File: src/rtl/muldiv_pkg.sv
`default_nettype none
// ============================================================================
// Module   : muldiv_pkg
// Purpose  : Shared types and constants for the RV32M multi-cycle
//            multiply/divide unit.
//            - XLEN / CNT_W  : datapath width and iteration-counter width
//            - muldiv_op_e   : M-extension op, funct3 encoding
//            - muldiv_state_e: controller states
//            - is_signed_op1/op2, is_div_op helpers
// Revision : 1.0  initial release
// ============================================================================
package muldiv_pkg;

    localparam int XLEN  = 32;
    // Derived from XLEN; must reach XLEN itself, hence the +1.
    localparam int CNT_W = $clog2(XLEN) + 1;

    typedef enum logic [2:0] {
        OP_MUL    = 3'd0,
        OP_MULH   = 3'd1,
        OP_MULHSU = 3'd2,
        OP_MULHU  = 3'd3,
        OP_DIV    = 3'd4,
        OP_DIVU   = 3'd5,
        OP_REM    = 3'd6,
        OP_REMU   = 3'd7
    } muldiv_op_e;

    typedef enum logic [1:0] {
        S_IDLE = 2'd0,
        S_MUL  = 2'd1,
        S_DIV  = 2'd2,
        S_DONE = 2'd3
    } muldiv_state_e;

    // rs1 is interpreted as signed
    function automatic logic is_signed_op1(input muldiv_op_e op);
        return (op == OP_MULH) || (op == OP_MULHSU) || (op == OP_DIV) || (op == OP_REM);
    endfunction

    // rs2 is interpreted as signed
    function automatic logic is_signed_op2(input muldiv_op_e op);
        return (op == OP_MULH) || (op == OP_DIV) || (op == OP_REM);
    endfunction

    // funct3[2] splits multiply from divide/remainder
    function automatic logic is_div_op(input muldiv_op_e op);
        return op[2];
    endfunction

endpackage
`default_nettype wire

File: src/rtl/muldiv_if.sv
`default_nettype none
// ============================================================================
// Module   : muldiv_if
// Purpose  : Request/response bundle between execute and the mul/div unit.
//            master = execute/writeback side, slave = muldiv_seq.
//            req_valid/req_ready/req_op/operand1/operand2 : request handshake
//            flush_i                                       : abort in-flight op
//            rsp_valid/rsp_ready/rsp_result               : response handshake
//            stall_o                                       : pipeline hold
// Revision : 1.0  initial release
// ============================================================================
interface muldiv_if;
    import muldiv_pkg::*;

    logic             req_valid;
    logic             req_ready;
    muldiv_op_e       req_op;
    logic [XLEN-1:0]  operand1;
    logic [XLEN-1:0]  operand2;
    logic             flush_i;
    logic             rsp_valid;
    logic             rsp_ready;
    logic [XLEN-1:0]  rsp_result;
    logic             stall_o;

    modport master (
        output req_valid, req_op, operand1, operand2, flush_i, rsp_ready,
        input  req_ready, rsp_valid, rsp_result, stall_o
    );

    modport slave (
        input  req_valid, req_op, operand1, operand2, flush_i, rsp_ready,
        output req_ready, rsp_valid, rsp_result, stall_o
    );

endinterface
`default_nettype wire

File: src/rtl/muldiv_div_step.sv
`default_nettype none
// ============================================================================
// Module   : muldiv_div_step
// Purpose  : One combinational restoring-division step on magnitudes.
//            i_rem     : partial remainder in
//            i_quo     : remaining dividend bits (MSB next), quotient bits
//                        shift in at the LSB
//            i_divisor : divisor magnitude
//            o_rem     : partial remainder out
//            o_quo     : shifted dividend/quotient register out
// Revision : 1.0  initial release
// ============================================================================
module muldiv_div_step
    import muldiv_pkg::*;
(
    input  wire logic [XLEN-1:0] i_rem,
    input  wire logic [XLEN-1:0] i_quo,
    input  wire logic [XLEN-1:0] i_divisor,
    output logic      [XLEN-1:0] o_rem,
    output logic      [XLEN-1:0] o_quo
);

    logic [XLEN:0]   w_shift;
    logic [XLEN-1:0] w_diff;
    logic            w_borrow;

    always_comb begin
        w_shift  = {i_rem, i_quo[XLEN-1]};
        w_borrow = (w_shift < {1'b0, i_divisor});
        // When no borrow the true difference is below the divisor, so the
        // XLEN-bit modular subtraction is exact.
        w_diff   = w_shift[XLEN-1:0] - i_divisor;
        o_rem    = w_borrow ? w_shift[XLEN-1:0] : w_diff;
        o_quo    = {i_quo[XLEN-2:0], ~w_borrow};
    end

endmodule
`default_nettype wire

File: src/rtl/muldiv_seq.sv
`default_nettype none
// ============================================================================
// Module   : muldiv_seq
// Purpose  : Multi-cycle RV32M unit (MUL/MULH/MULHSU/MULHU/DIV/DIVU/REM/REMU).
//            Radix-2 shift-add multiply and restoring divide on magnitudes,
//            sign fix-up on the final step, one result per accepted op.
// Ports    : clk    - core clock, rising edge
//            rst_n  - asynchronous active-low reset
//            bus    - muldiv_if.slave (request, response, flush, stall)
// Config   : MULDIV_FAST_MUL_EN - when defined, MUL* ops complete in one
//            cycle through a combinational multiplier; divide unchanged.
// Revision : 1.0  initial release
// ============================================================================
module muldiv_seq
    import muldiv_pkg::*;
(
    input  wire logic  clk,
    input  wire logic  rst_n,
    muldiv_if.slave    bus
);

    localparam logic [CNT_W-1:0] c_cnt_last = CNT_W'(XLEN - 1);
    localparam logic [XLEN-1:0]  c_int_min  = {1'b1, {(XLEN-1){1'b0}}};

    muldiv_state_e     r_state, w_state_next;
    muldiv_op_e        r_op, w_op_next;
    logic [CNT_W-1:0]  r_cnt, w_cnt_next;
    logic              r_s1, w_s1_next;       // rs1 negative (signed ops only)
    logic              r_s2, w_s2_next;       // rs2 negative (signed ops only)
    // MUL: {partial product hi, remaining multiplier}; DIV: {remainder, quotient}
    logic [2*XLEN-1:0] r_acc, w_acc_next;
    logic [XLEN-1:0]   r_opnd, w_opnd_next;   // multiplicand or divisor magnitude
    logic [XLEN-1:0]   r_result, w_result_next;

    logic              w_ready;
    logic              w_accept;
    logic              w_in_s1, w_in_s2;
    logic [XLEN-1:0]   w_in_mag1, w_in_mag2;
    logic              w_div_zero, w_div_ovf;
    logic [XLEN:0]     w_mul_sum;
    logic [2*XLEN-1:0] w_mul_acc, w_mul_prod;
    logic [XLEN-1:0]   w_div_rem, w_div_quo, w_div_q_fix, w_div_r_fix;

    assign w_ready  = (r_state == S_IDLE);
    // A flush in the same cycle as a request blocks the accept.
    assign w_accept = bus.req_valid & w_ready & ~bus.flush_i;

    assign w_in_s1    = is_signed_op1(bus.req_op) & bus.operand1[XLEN-1];
    assign w_in_s2    = is_signed_op2(bus.req_op) & bus.operand2[XLEN-1];
    assign w_in_mag1  = w_in_s1 ? -bus.operand1 : bus.operand1;
    assign w_in_mag2  = w_in_s2 ? -bus.operand2 : bus.operand2;
    assign w_div_zero = (bus.operand2 == '0);
    assign w_div_ovf  = (bus.operand1 == c_int_min) & (&bus.operand2);

    // Shift-add step: add multiplicand when the multiplier LSB is set, then
    // shift the {carry, hi, lo} chain right by one.
    assign w_mul_sum  = {1'b0, r_acc[2*XLEN-1:XLEN]} + (r_acc[0] ? {1'b0, r_opnd} : '0);
    assign w_mul_acc  = {w_mul_sum, r_acc[XLEN-1:1]};
    assign w_mul_prod = (r_s1 ^ r_s2) ? -w_mul_acc : w_mul_acc;

    muldiv_div_step u_div_step (
        .i_rem     (r_acc[2*XLEN-1:XLEN]),
        .i_quo     (r_acc[XLEN-1:0]),
        .i_divisor (r_opnd),
        .o_rem     (w_div_rem),
        .o_quo     (w_div_quo)
    );

    assign w_div_q_fix = (r_s1 ^ r_s2) ? -w_div_quo : w_div_quo;
    assign w_div_r_fix = r_s1 ? -w_div_rem : w_div_rem;

`ifdef MULDIV_FAST_MUL_EN
    // Operands sign-extended to 2*XLEN; the low 2*XLEN bits of the unsigned
    // product equal the two's-complement signed/unsigned product.
    logic [2*XLEN-1:0] w_fast_a, w_fast_b, w_fast_prod;
    assign w_fast_a    = {{XLEN{w_in_s1}}, bus.operand1};
    assign w_fast_b    = {{XLEN{w_in_s2}}, bus.operand2};
    assign w_fast_prod = w_fast_a * w_fast_b;
`endif

    always_comb begin
        w_state_next  = r_state;
        w_op_next     = r_op;
        w_cnt_next    = r_cnt;
        w_s1_next     = r_s1;
        w_s2_next     = r_s2;
        w_acc_next    = r_acc;
        w_opnd_next   = r_opnd;
        w_result_next = r_result;

        if (bus.flush_i) begin
            w_state_next = S_IDLE;
            w_cnt_next   = '0;
        end else begin
            case (r_state)
                S_IDLE: begin
                    w_cnt_next = '0;
                    if (w_accept) begin
                        w_op_next = bus.req_op;
                        w_s1_next = w_in_s1;
                        w_s2_next = w_in_s2;
                        if (is_div_op(bus.req_op)) begin
                            w_acc_next  = {{XLEN{1'b0}}, w_in_mag1};
                            w_opnd_next = w_in_mag2;
                            if (w_div_zero) begin
                                w_state_next  = S_DONE;
                                w_result_next = ((bus.req_op == OP_DIV) || (bus.req_op == OP_DIVU))
                                              ? '1 : bus.operand1;
                            end else if (w_div_ovf && ((bus.req_op == OP_DIV) || (bus.req_op == OP_REM))) begin
                                w_state_next  = S_DONE;
                                w_result_next = (bus.req_op == OP_DIV) ? c_int_min : '0;
                            end else begin
                                w_state_next = S_DIV;
                            end
                        end else begin
`ifdef MULDIV_FAST_MUL_EN
                            w_state_next  = S_DONE;
                            w_result_next = (bus.req_op == OP_MUL) ? w_fast_prod[XLEN-1:0]
                                                                   : w_fast_prod[2*XLEN-1:XLEN];
`else
                            w_acc_next   = {{XLEN{1'b0}}, w_in_mag2};
                            w_opnd_next  = w_in_mag1;
                            w_state_next = S_MUL;
`endif
                        end
                    end
                end
                S_MUL: begin
                    w_acc_next = w_mul_acc;
                    w_cnt_next = r_cnt + CNT_W'(1);
                    // Final step: sign fix-up and word select in the same edge.
                    if (r_cnt == c_cnt_last) begin
                        w_state_next  = S_DONE;
                        w_result_next = (r_op == OP_MUL) ? w_mul_prod[XLEN-1:0]
                                                         : w_mul_prod[2*XLEN-1:XLEN];
                    end
                end
                S_DIV: begin
                    w_acc_next = {w_div_rem, w_div_quo};
                    w_cnt_next = r_cnt + CNT_W'(1);
                    if (r_cnt == c_cnt_last) begin
                        w_state_next  = S_DONE;
                        w_result_next = ((r_op == OP_DIV) || (r_op == OP_DIVU)) ? w_div_q_fix
                                                                                : w_div_r_fix;
                    end
                end
                S_DONE: begin
                    if (bus.rsp_ready) begin
                        w_state_next = S_IDLE;
                        w_cnt_next   = '0;
                    end
                end
                default: begin
                    w_state_next = S_IDLE;
                    w_cnt_next   = '0;
                end
            endcase
        end
    end

    always_ff @(posedge clk or negedge rst_n) begin
        if (!rst_n) begin
            r_state  <= S_IDLE;
            r_op     <= OP_MUL;
            r_cnt    <= '0;
            r_s1     <= 1'b0;
            r_s2     <= 1'b0;
            r_acc    <= '0;
            r_opnd   <= '0;
            r_result <= '0;
        end else begin
            r_state  <= w_state_next;
            r_op     <= w_op_next;
            r_cnt    <= w_cnt_next;
            r_s1     <= w_s1_next;
            r_s2     <= w_s2_next;
            r_acc    <= w_acc_next;
            r_opnd   <= w_opnd_next;
            r_result <= w_result_next;
        end
    end

    assign bus.req_ready  = w_ready;
    assign bus.rsp_valid  = (r_state == S_DONE);
    assign bus.rsp_result = (r_state == S_DONE) ? r_result : '0;
    assign bus.stall_o    = (bus.req_valid & ~w_ready) | (r_state != S_IDLE);

endmodule
`default_nettype wire

File: src/flat_wrapper.sv
// flat-port wrapper written by rule: the top's interface ports become plain ports
module muldiv_seq_flat import muldiv_pkg::*;
  (clk, rst_n, bus_req_valid, bus_req_op, bus_operand1, bus_operand2, bus_flush_i, bus_rsp_ready, bus_req_ready, bus_rsp_valid, bus_rsp_result, bus_stall_o);
  muldiv_if bus_i ();
  input  wire logic clk;
  input  wire logic rst_n;
  input wire logic [$bits(bus_i.req_valid)-1:0] bus_req_valid;
  input wire logic [$bits(bus_i.req_op)-1:0] bus_req_op;
  input wire logic [$bits(bus_i.operand1)-1:0] bus_operand1;
  input wire logic [$bits(bus_i.operand2)-1:0] bus_operand2;
  input wire logic [$bits(bus_i.flush_i)-1:0] bus_flush_i;
  input wire logic [$bits(bus_i.rsp_ready)-1:0] bus_rsp_ready;
  output wire logic [$bits(bus_i.req_ready)-1:0] bus_req_ready;
  output wire logic [$bits(bus_i.rsp_valid)-1:0] bus_rsp_valid;
  output wire logic [$bits(bus_i.rsp_result)-1:0] bus_rsp_result;
  output wire logic [$bits(bus_i.stall_o)-1:0] bus_stall_o;
  assign bus_i.req_valid = bus_req_valid;
  assign bus_i.req_op = bus_req_op;
  assign bus_i.operand1 = bus_operand1;
  assign bus_i.operand2 = bus_operand2;
  assign bus_i.flush_i = bus_flush_i;
  assign bus_i.rsp_ready = bus_rsp_ready;
  assign bus_req_ready = bus_i.req_ready;
  assign bus_rsp_valid = bus_i.rsp_valid;
  assign bus_rsp_result = bus_i.rsp_result;
  assign bus_stall_o = bus_i.stall_o;
  muldiv_seq u_core (.clk(clk), .rst_n(rst_n), .bus(bus_i));
endmodule
File: config.mk
export PLATFORM = sky130hd
export DESIGN_NAME = muldiv_seq_flat
export DESIGN_NICKNAME = d
export VERILOG_FILES = /design/src/rtl/muldiv_pkg.sv /design/src/rtl/muldiv_if.sv /design/src/rtl/muldiv_div_step.sv /design/src/rtl/muldiv_seq.sv /design/src/flat_wrapper.sv
export SDC_FILE = /design/constraint.sdc
export NUM_CORES = 1
export LEC_CHECK = 0
export CORE_MARGIN = 2
export CORE_UTILIZATION = 45
export DETAILED_ROUTE_END_ITERATION = 7
export PLACE_DENSITY = 0.66
export SYNTH_ARGS = -nofsm -noshare
export SYNTH_HDL_FRONTEND = slang
export SYNTH_HIERARCHICAL = 1
export SYNTH_SLANG_ARGS = --single-unit
File: constraint.sdc
create_clock -name clk -period 6 [get_ports clk]
set_input_delay 1.2 -clock clk [delete_from_list [all_inputs] [get_ports clk]]
set_output_delay 1.2 -clock clk [all_outputs]
set_load 0.05 [all_outputs]
After elaboration in Yosys (flattened, before gate mapping)

Cells that the tools add are included.

Input bits: 72
Logic and storage cells: 102
Flip-flop bits (word level): 141
Output and inout bits: 35

Add/subtract/negate cells: 8
Equality and inequality tests: 20
Mux-type cells: 34
Order comparisons: 1
Reduce and logical (&&, ||, !) cells: 20
Bitwise gates (word level): 11

Operator list:

| operator                                      | count |
|---|---|
| 2-to-1 mux 32 bit                             | 19 |
| one-hot mux 64 bit (3 select lines)           | 1 |
| 2-to-1 mux 64 bit                             | 2 |
| negation 32 bit                               | 4 |
| one-hot mux 32 bit (3 select lines)           | 1 |
| negation 64 bit                               | 1 |
| adder 32 x 33 -> 33 bit                       | 1 |
| less-than comparator 33 x 32 -> 1 bit         | 1 |
| == test 32 bit, second input constant         | 1 |
| zero test 32 bit                              | 1 |
| AND reduction 32 bit                          | 1 |
| subtractor 32 bit                             | 1 |
| one-hot mux 6 bit (3 select lines)            | 1 |
| == test 3 bit, second input constant          | 5 |
| 2-to-1 mux 2 bit                              | 6 |
| 2-to-1 mux 6 bit                              | 2 |
| != test 3 bit, second input constant          | 3 |
| AND reduction 3 bit                           | 3 |
| logical OR 1 bit                              | 8 |
| AND reduction 7 bit                           | 1 |
| adder 6 x 1 -> 6 bit, second input constant   | 1 |
| AND 1 bit                                     | 6 |
| == test 6 x 5 -> 1 bit, second input constant | 1 |
| one-hot mux 2 bit (3 select lines)            | 1 |
| 17 further kinds                              | 22 |

Logic depth before layout (Yosys ltp)

Gate-level depths: netlist of run 1.

Depth after elaboration: 9
Depth in mapped cells: 23
Mapped depth without buffers: 21

Cells and area by module

Netlist of run 1, hierarchy kept.

By module, submodules not included:

| module          | sequential area each (um^2) | instances | area each (um^2) | cells an instance |
|---|---|---|---|---|
| muldiv_seq      | 3,528.4                     | 1         | 15,462.3         | 2,125 |
| muldiv_div_step | 0.0                         | 1         | 2,662.6          | 404 |

Worst setup path after synthesis of run 1

Ideal clock, no wire load.

Path type: register to register
From: register u_core.r_acc[31]
To: register u_core.r_result[30]
Library setup time: 0.128 ns
Data arrival time: 4.509 ns
Slack: 1.363 ns
Data required time: 5.872 ns
Buffers on the path: 0
Stages on the path, launching flop included: 22
Clock period less this slack: 4.637 ns
Cells stage by stage: dfrtp_1 -> inv_1 -> ha_1 -> inv_1 -> fa_1 -> a21o_1 -> a31oi_4 -> nor2_2 -> o21a_1 -> nor2_1 -> xor2_1 -> o21ai_0 -> or4_1 -> nor4_1 -> nand3_1 -> o41ai_1 -> xor2_1 -> mux2i_1 -> nand3_1 -> o31ai_1 -> o31ai_1 -> a21oi_1

Word-level cells in the longest chain between the ends: 7
Elaborated cells between the ends (all ways): 15
Classes of those cells: 4 x add/sub; 1 x order compare; 9 x mux; 1 x bitwise

Ends and longest elaborated chain:

| element                                                                           | RTL line                                     | RTL |
|---|---|---|
| from (decl)                                                                       | muldiv_seq.sv:31                             | `logic [2*XLEN-1:0] r_acc, w_acc_next;` |
| from (signal assigned)                                                            | muldiv_seq.sv:177                            | `r_acc <= w_acc_next;` |
| subtractor 32 bit / less-than comparator 33 x 32 -> 1 bit (equally long branches) | muldiv_div_step.sv:32, muldiv_div_step.sv:29 |  |
| 2-to-1 mux 32 bit *                                                               | muldiv_div_step.sv:33                        | `o_rem = w_borrow ? w_shift[XLEN-1:0] : w_diff;` |
| via u_core.w_div_rem[8]                                                           | muldiv_seq.sv:42                             | `logic [XLEN-1:0] w_div_rem, w_div_quo, w_div_q_fix, w_div_r_fix;` |
| negation 32 bit *                                                                 | muldiv_seq.sv:70                             | `assign w_div_r_fix = r_s1 ? -w_div_rem : w_div_rem;` |
| 2-to-1 mux 32 bit *                                                               | muldiv_seq.sv:70                             |  |
| 2-to-1 mux 32 bit *                                                               | muldiv_seq.sv:143                            | `w_result_next = ((r_op == OP_DIV) \|\| (r_op == OP_DIVU)) ? w_div_q_fix` |
| 2-to-1 mux 32 bit *                                                               | muldiv_seq.sv:141                            | `if (r_cnt == c_cnt_last) begin` |
| one-hot mux 32 bit (3 select lines) *                                             | muldiv_seq.sv:95                             | `case (r_state)` |
| to (signal assigned)                                                              | muldiv_seq.sv:179                            | `r_result <= w_result_next;` |
| to (decl)                                                                         | muldiv_seq.sv:33                             | `logic [XLEN-1:0] r_result, w_result_next;` |

Mark *: on every way through the listed nets, which the timed path passes. The rest lies on a longest branch. The select of a mux whose other input is x is not followed.
A chain may end at the register's enable or synchronous reset.

Final worst setup path of run 1

From: register u_core.r_acc[49]
To: register u_core.r_result[26]

Word-level cells in the longest chain between the ends: 7
Elaborated cells between the ends (all ways): 16
Classes of those cells: 5 x add/sub; 1 x order compare; 9 x mux; 1 x bitwise

Ends and longest elaborated chain:

| element                               | RTL line              | RTL |
|---|---|---|
| less-than comparator 33 x 32 -> 1 bit | muldiv_div_step.sv:29 | `w_borrow = (w_shift < {1'b0, i_divisor});` |
| inverter 1 bit                        | muldiv_div_step.sv:34 | `o_quo = {i_quo[XLEN-2:0], ~w_borrow};` |
| via u_core.w_div_quo[0]               | muldiv_seq.sv:42      |  |
| negation 32 bit                       | muldiv_seq.sv:69      | `assign w_div_q_fix = (r_s1 ^ r_s2) ? -w_div_quo : w_div_quo;` |
| 2-to-1 mux 32 bit                     | muldiv_seq.sv:69      |  |
| 2-to-1 mux 32 bit                     | muldiv_seq.sv:143     |  |
| 2-to-1 mux 32 bit                     | muldiv_seq.sv:141     |  |
| one-hot mux 32 bit (3 select lines)   | muldiv_seq.sv:95      |  |

The timed path passes the listed nets, and every way through them passes these cells. The select of a mux whose other input is x is not followed.

==> results_dict.tcl, run 1 <==
set metrics [dict create \
    slew_headroom 0.185 \
    clock_latency_ns 0.47 \
    post_cts_buffers 0 \
    fillers 3996 \
    period_share 0.930 \
    synth_nets 2679 \
    synth-compound-area-share 0.309 \
    wl_um 75600 \
    synthFlopType "dfrtp_1" \
    hold_depth 2 \
    synthTopCellsByArea "dfrtp_1 19%, o21ai_0 7.6%, nand2_1 5.9%, a21oi_1 5.6%, nor2_1 5.3%" \
    dieArea_sq_um 41900 \
    synthMuxAreaShare 0.0166 \
    critPathCaptureType "flip-flop" \
    vias 20100 \
    holdPathEnd "u_core/r_result[14]$_DFFE_PN0P_" \
    h-tree-depth 4 \
    r2r-start "u_core/r_acc[49]$_DFFE_PN0P_" \
    worst_slack_ns 0.421 \
    routedWlPerCell_um 24.7 \
    clock_skew_ns 0.0184 \
    synth_top_family_by_area "compound AO/OA/AOI/OAI gates" \
    synth_fa_ha_area_frac 0.0547 \
    grt_remaining_overflow 0 \
    combPwrFrac 0.690 \
    r2r-end "u_core/r_result[26]$_DFFE_PN0P_" \
    drcViolationCount 0 \
    synthArstFlopShare 1.00 \
    internal-power_mw 4.27 \
    worstSetupStartpointType "flip-flop" \
    cts_sinks 141 \
    die_h_um 205 \
    p_clk_frac 0.114 \
    clock.fmax_ghz 0.179 \
    drv_cap 0 \
    ys_seq_area_frac 0.195 \
    reg2reg_depth 19 \
    powerDensity_nw_per_um2 484 \
    clkTransAtPathRegs_ns 0.06 \
    critPathArrivalTime_ns 5.92 \
    setup_tns_ns 0 \
    hpwlAfterDp_um 59200 \
    yosys.area_share.simple 0.254 \
    worst_pin_slew_ns 1.22 \
    p_leak_nw 8.28 \
    ctsRootBufferMaster "clkbuf_16" \
    viasPerCell 6.57 \
    switching_share 0.559 \
    grtUsageTotal 0.356 \
    yosys_warnings 6 \
    drive_gt1_frac 0.0723 \
    gp_congestion 1.07 \
    area_growth_pct 10.2 \
    multiInputGateArea_sq_um 13400 \
    synthesis.instances 2529 \
    cts_tree "done" \
    cts_buffer_depth 2 \
    yosysMostFrequentCell "nand2_1" \
    ff_latch_area_sq_um 3530 \
    crit_type "flip-flop to flip-flop" \
    core-area_sq_um 39700 \
    cts_buffers 17 \
    hold_violations 0 \
    avgSynthCellArea_sq_um 7.17 \
    seq_power_share 0.196 \
    pre_cts_ws_ns 0.593 \
    rows 73 \
    grt_pass1_vias 18000 \
    ir_drop_v 0.000259 \
    finalSetupViolCount 0 \
    grt_antenna_before_repair 5 \
    port_buffers 106 \
    cp_max_fo 23 \
    required_ns 6.34 \
    synth_commonest_cells "285 x nand2_1, 274 x o21ai_0, 254 x nor2_1" \
    ios 107 \
    chipWidth_um 205 \
    switchingPower_mw 5.41 \
    nets 2670 \
    drtPass1Iterations 8 \
    yosysTopAreaCell "dfrtp_1" \
    synth_edf_count 0 \
    reg2reg_slack_ns 0.42 \
    cts_hold_buf 0 \
    slew_viol_final 0 \
    ys_ff_latch 141 \
    synth_xor_area_frac 0.101 \
    run_status "finished clean" \
    drt_iter0_markers 2590 \
    layout.core_utilization 0.503 \
    cts_resized 0 \
    start_util 0.456 \
    grt_pass1_wl_um 112000 \
    min_period_ns 5.58 \
    min_path_type "flip-flop to flip-flop" \
    rsz0062_at_grt "false" \
    yosys.area.top_type_share 0.195 \
    synth_cell_type_count 112 \
    hp-start "u_core/r_result[14]$_DFFE_PN0P_" \
    grt_max_degree 95 \
    ant_nets 0 \
    syn-cell-area_sq_um 18100 \
]
-- cell usage in the layout (no fill, tap or decap), drive strengths merged, types with 83 or more instances in the layout --
master / instances
a21oi: 211
and2: 83
clkdlybuf4s50: 104
dfrtp: 141
inv: 85
nand2: 285
nor2: 256
o21ai: 284
xnor2: 107
xor2: 101
-- cell families (layout without fill, tap and decap cells) --
family          Yosys count  after routing
compound gates          856            856
xor+xnor                208            208
fa+ha+maj                78             78
buf+inv                 280            282
flops                   141            141
mux                      28             28
other cells               0              1
simple gates            938            938
-- power groups by stage --
stage / Sequential, mW / Combinational [mW] / Clock [mW]
after detailed placement: 1.88 / 6.46 / 0
after floorplan: 1.54 / 4.89 / 0
final: 1.90 / 6.68 / 1.10
after global routing: 1.93 / 7.14 / 1.16
after global placement: 1.86 / 6.41 / 0
after CTS: 1.86 / 6.49 / 1.12
-- worst max-delay path: stages (launching register included) --
cell and delay (ns):
dfrtp_1 0.41, ha_1 0.43, a211oi_2 0.27, o211ai_1 0.14, a21oi_1 0.22, o22ai_1 0.20
nor3_4 0.76, inv_2 0.19, mux2_4 0.36, or3_1 0.40, nor4_1 0.48, nand3_1 0.22
buf_4 0.20, o21ai_0 0.20, xor2_1 0.24, nand2_1 0.09, and3_1 0.22, o22ai_1 0.15
o21ai_0 0.11, o41a_1 0.14
-- state kept, by name (all words and copies together), names as in the netlist --
name             cells
u_core/r_acc        64
u_core/r_cnt         6
u_core/r_op          3
u_core/r_opnd       32
u_core/r_result     32
u_core/r_s1          1
u_core/r_s2          1
u_core/r_state       2
-- routing by layer --
layer / up-vias / track usage / wire length (um)
met5: - / 0 / 0
met1: 9572 / 0.497 / 32000
li1: 9123 / - / -
met3: 172 / 0.0515 / 7500
met4: 0 / 0.179 / 3850
met2: 1211 / 0.532 / 32200
-- worst max-delay path by stage --
stage	start	endpoint	slack [ns]	depth (start not counted)
floorplan	u_core/r_acc[31]$_DFFE_PN0P_	u_core/r_result[30]$_DFFE_PN0P_	1.36	21
global placement	bus_operand1[14]	u_core/r_result[24]$_DFFE_PN0P_	0.70	11
detailed placement	u_core/r_acc[49]$_DFFE_PN0P_	u_core/r_result[26]$_DFFE_PN0P_	0.59	19
CTS	u_core/r_acc[49]$_DFFE_PN0P_	u_core/r_result[26]$_DFFE_PN0P_	0.59	19
global route	u_core/r_acc[35]$_DFFE_PN0P_	u_core/r_result[26]$_DFFE_PN0P_	0.12	19
finish	u_core/r_acc[49]$_DFFE_PN0P_	u_core/r_result[26]$_DFFE_PN0P_	0.42	19
-- area by class of cell --
| type | count | share of cell area |
|---|---|---|
| antenna | 1 | 0.000125 |
| timing repair buffer | 170 | 0.0771 |
| inverter | 82 | 0.0154 |
| clock inverter | 12 | 0.00701 |
| clock buffer | 18 | 0.0220 |
| multi-input combinational | 2108 | 0.669 |
| tap | 525 | 0.0329 |
| sequential | 141 | 0.177 |
-- stage by stage --
step	std cells	total power [mW]	hold slack (ns)	cell area, sq um
2_1_floorplan	2529	6.43	0.441	18100
3_3_place_gp	3026	8.28	0.459	19400
3_5_place_dp	3026	8.33	0.463	19400
4_1_cts	3056	9.46	0.478	20000
5_1_grt	3056	10.2	0.503	20000
6_report	3057	9.68	0.477	20000
(Power assumes the default switching activity.)
==> run 2, diff against run 1 <==
--- a/config.mk
+++ b/config.mk
@@ -5,6 +5,7 @@
 export SDC_FILE = /design/constraint.sdc
 export NUM_CORES = 1
 export LEC_CHECK = 0
+export CAP_MARGIN = 30
 export CORE_MARGIN = 2
 export CORE_UTILIZATION = 45
 export DETAILED_ROUTE_END_ITERATION = 7
==> results_dict.tcl, run 2 (synthesized netlist as in run 1, its figures left out) <==
set metrics [dict create \
    finalSetupViolCount 0 \
    switchingPower_mw 5.45 \
    slew_headroom 0.320 \
    p_leak_nw 8.30 \
    largest_reg_flops 64 \
    regMostFlops "u_core/r_acc" \
    largestRegisters "u_core/r_acc x64, u_core/r_opnd x32, u_core/r_result x32" \
    multiInputGateArea_sq_um 13400 \
    fillers 4026 \
    clock_latency_ns 0.47 \
    drtPass1Iterations 6 \
    rows 73 \
    cp-startpoint "u_core/r_acc[49]$_DFFE_PN0P_" \
    core-area_sq_um 39700 \
    powerDensity_nw_per_um2 484 \
    groute.layer.met2.usage 0.535 \
    drive_gt1_frac 0.0734 \
    p_clk_frac 0.113 \
    drv_cap 0 \
    r2r-start "u_core/r_acc[49]$_DFFE_PN0P_" \
    ff_latch_area_sq_um 3530 \
    globalRouteMet3Util 0.0554 \
    crit_type "flip-flop to flip-flop" \
    drt_iter0_markers 2546 \
    vias 19900 \
    combPwrFrac 0.691 \
    critPathCaptureType "flip-flop" \
    cts_tree "done" \
    r2r-end "u_core/r_result[26]$_DFFE_PN0P_" \
    critical_path.cell_chain "ha_1, a211oi_2, o211ai_1, a21oi_1, o22ai_1, nor3_4, o21ai_0, or4_1, nor4_1, buf_4, nand3_1, buf_4, o21ai_0, xor2_1, nand2_1, and3_1, o22ai_1, o21ai_0, o41a_1" \
    cp_slowest_stage_delay_ns 0.76 \
    cp-endpoint "u_core/r_result[26]$_DFFE_PN0P_" \
    switching_share 0.562 \
    cts_sinks 141 \
    cp_max_fo 23 \
    ant_nets 0 \
    critPathArrivalTime_ns 5.91 \
    chipWidth_um 205 \
    clkTransAtPathRegs_ns 0.07 \
    period_share 0.927 \
    nets 2672 \
    grt_max_degree 95 \
    cts_buffer_depth 2 \
    cts_resized 0 \
    required_ns 6.34 \
    grtUsageTotal 0.357 \
    post_cts_buffers 0 \
    setup_tns_ns 0 \
    grt_pass1_wl_um 113000 \
    gr-usage-met1 0.499 \
    grt_remaining_overflow 0 \
    wl_um 75900 \
    run_status "finished clean" \
    grt_pass1_vias 18000 \
    hold_ws_ns 0.478 \
    busiest_layer "met2" \
    cts_hold_buf 0 \
    ctsRootBufferMaster "clkbuf_16" \
    worstSetupStartpointType "flip-flop" \
    dieArea_sq_um 41900 \
    clock.fmax_ghz 0.180 \
    cpMostUsedCell "o21ai_0" \
    worst_slack_ns 0.437 \
    ir_drop_v 0.000269 \
    routedWlPerCell_um 24.8 \
    viasPerCell 6.49 \
    reg2reg_depth 19 \
    start_util 0.456 \
    seq_power_share 0.196 \
    area_growth_pct 10.4 \
    internal-power_mw 4.25 \
    cts_buffers 17 \
    min_period_ns 5.56 \
    hold_depth 2 \
    worst_pin_slew_ns 1.01 \
    pre_cts_ws_ns 0.596 \
    drcViolationCount 0 \
    reg2reg_slack_ns 0.44 \
    slew_viol_final 0 \
    port_buffers 106 \
    rsz0062_at_grt "false" \
    hpwlAfterDp_um 59400 \
    slowest_stage "nor3_4" \
    layout_common_cells "284 x nand2_1, 274 x o21ai_0, 253 x nor2_1, 202 x a21oi_1, 141 x dfrtp_1" \
    hold_violations 0 \
    gp_congestion 1.07 \
    grt_antenna_before_repair 4 \
    ios 107 \
    h-tree-depth 4 \
    min_path_type "flip-flop to flip-flop" \
    layout_commonest_cell "nand2_1" \
    die_h_um 205 \
    clock_skew_ns 0.0196 \
]
[run 2: changes by cell type in the layout (fill, tap and decap cells not counted)]
cell	change
inv_6	+3
buf_16	+1
buf_6	+1
bufinv_16	-1
clkbuf_1	+1
clkinv_4	-1
diode_2	+1
[run 2: worst min-delay path by stage]
stage                                       to  slack [ns]                            start
6_report       u_core/r_result[14]$_DFFE_PN0P_        0.48  u_core/r_result[14]$_DFFE_PN0P_
5_1_grt         u_core/r_result[1]$_DFFE_PN0P_        0.51   u_core/r_result[1]$_DFFE_PN0P_
4_1_cts        u_core/r_result[10]$_DFFE_PN0P_        0.48  u_core/r_result[10]$_DFFE_PN0P_
3_5_place_dp   u_core/r_result[14]$_DFFE_PN0P_        0.47  u_core/r_result[14]$_DFFE_PN0P_
3_3_place_gp   u_core/r_result[10]$_DFFE_PN0P_        0.46  u_core/r_result[10]$_DFFE_PN0P_
2_1_floorplan  u_core/r_result[13]$_DFFE_PN0P_        0.44  u_core/r_result[13]$_DFFE_PN0P_
[run 2: layout make-up]
cell class / instances / share of cell area
inverters: 82 / 0.0154
diodes: 2 / 0.000250
clock inverters: 13 / 0.00638
flip-flops and latches: 141 / 0.176
well taps: 525 / 0.0328
multi-input cells: 2108 / 0.668
repair buffers: 172 / 0.0789
clock buffers: 19 / 0.0221
[run 2: power by group through the flow]
stage          Clock, mW  Sequential [mW]  Combinational [mW]
3_3_place_gp           0             1.86                6.41
4_1_cts             1.10             1.86                6.51
6_report            1.09             1.90                6.70
5_1_grt             1.14             1.94                7.16
2_1_floorplan          0             1.54                4.89
3_5_place_dp           0             1.88                6.48
[run 2: worst max-delay path, delay by kind of cell, from the launching register on]
kind | cells | cell delay [ns]
adders and majority gates | 1 | 0.43
DFF | 1 | 0.42
AOI/OAI and AO/OA | 9 | 1.72
xor gates and xnor gates | 1 | 0.25
buffers and inverters | 2 | 0.42
and+or+nand+nor | 6 | 2.19
[run 2: stage by stage]
stage          cell area (sq um)  power (mW)   util  instances
2_1_floorplan              18100        6.43      -       2529
3_3_place_gp               19400        8.28  0.488       3026
3_5_place_dp               19400        8.35  0.489       3028
4_1_cts                    20000        9.47  0.504       3060
5_1_grt                    20000        10.2  0.504       3060
6_report                   20000        9.70  0.504       3062
[run 2: routing by layer]
layer	share of wire	wire (um)	vias up
met5	0	0	-
met4	0.049	3720	0
met3	0.10	7600	158
met2	0.43	32300	1168
met1	0.43	32300	9425
li1	-	-	9130
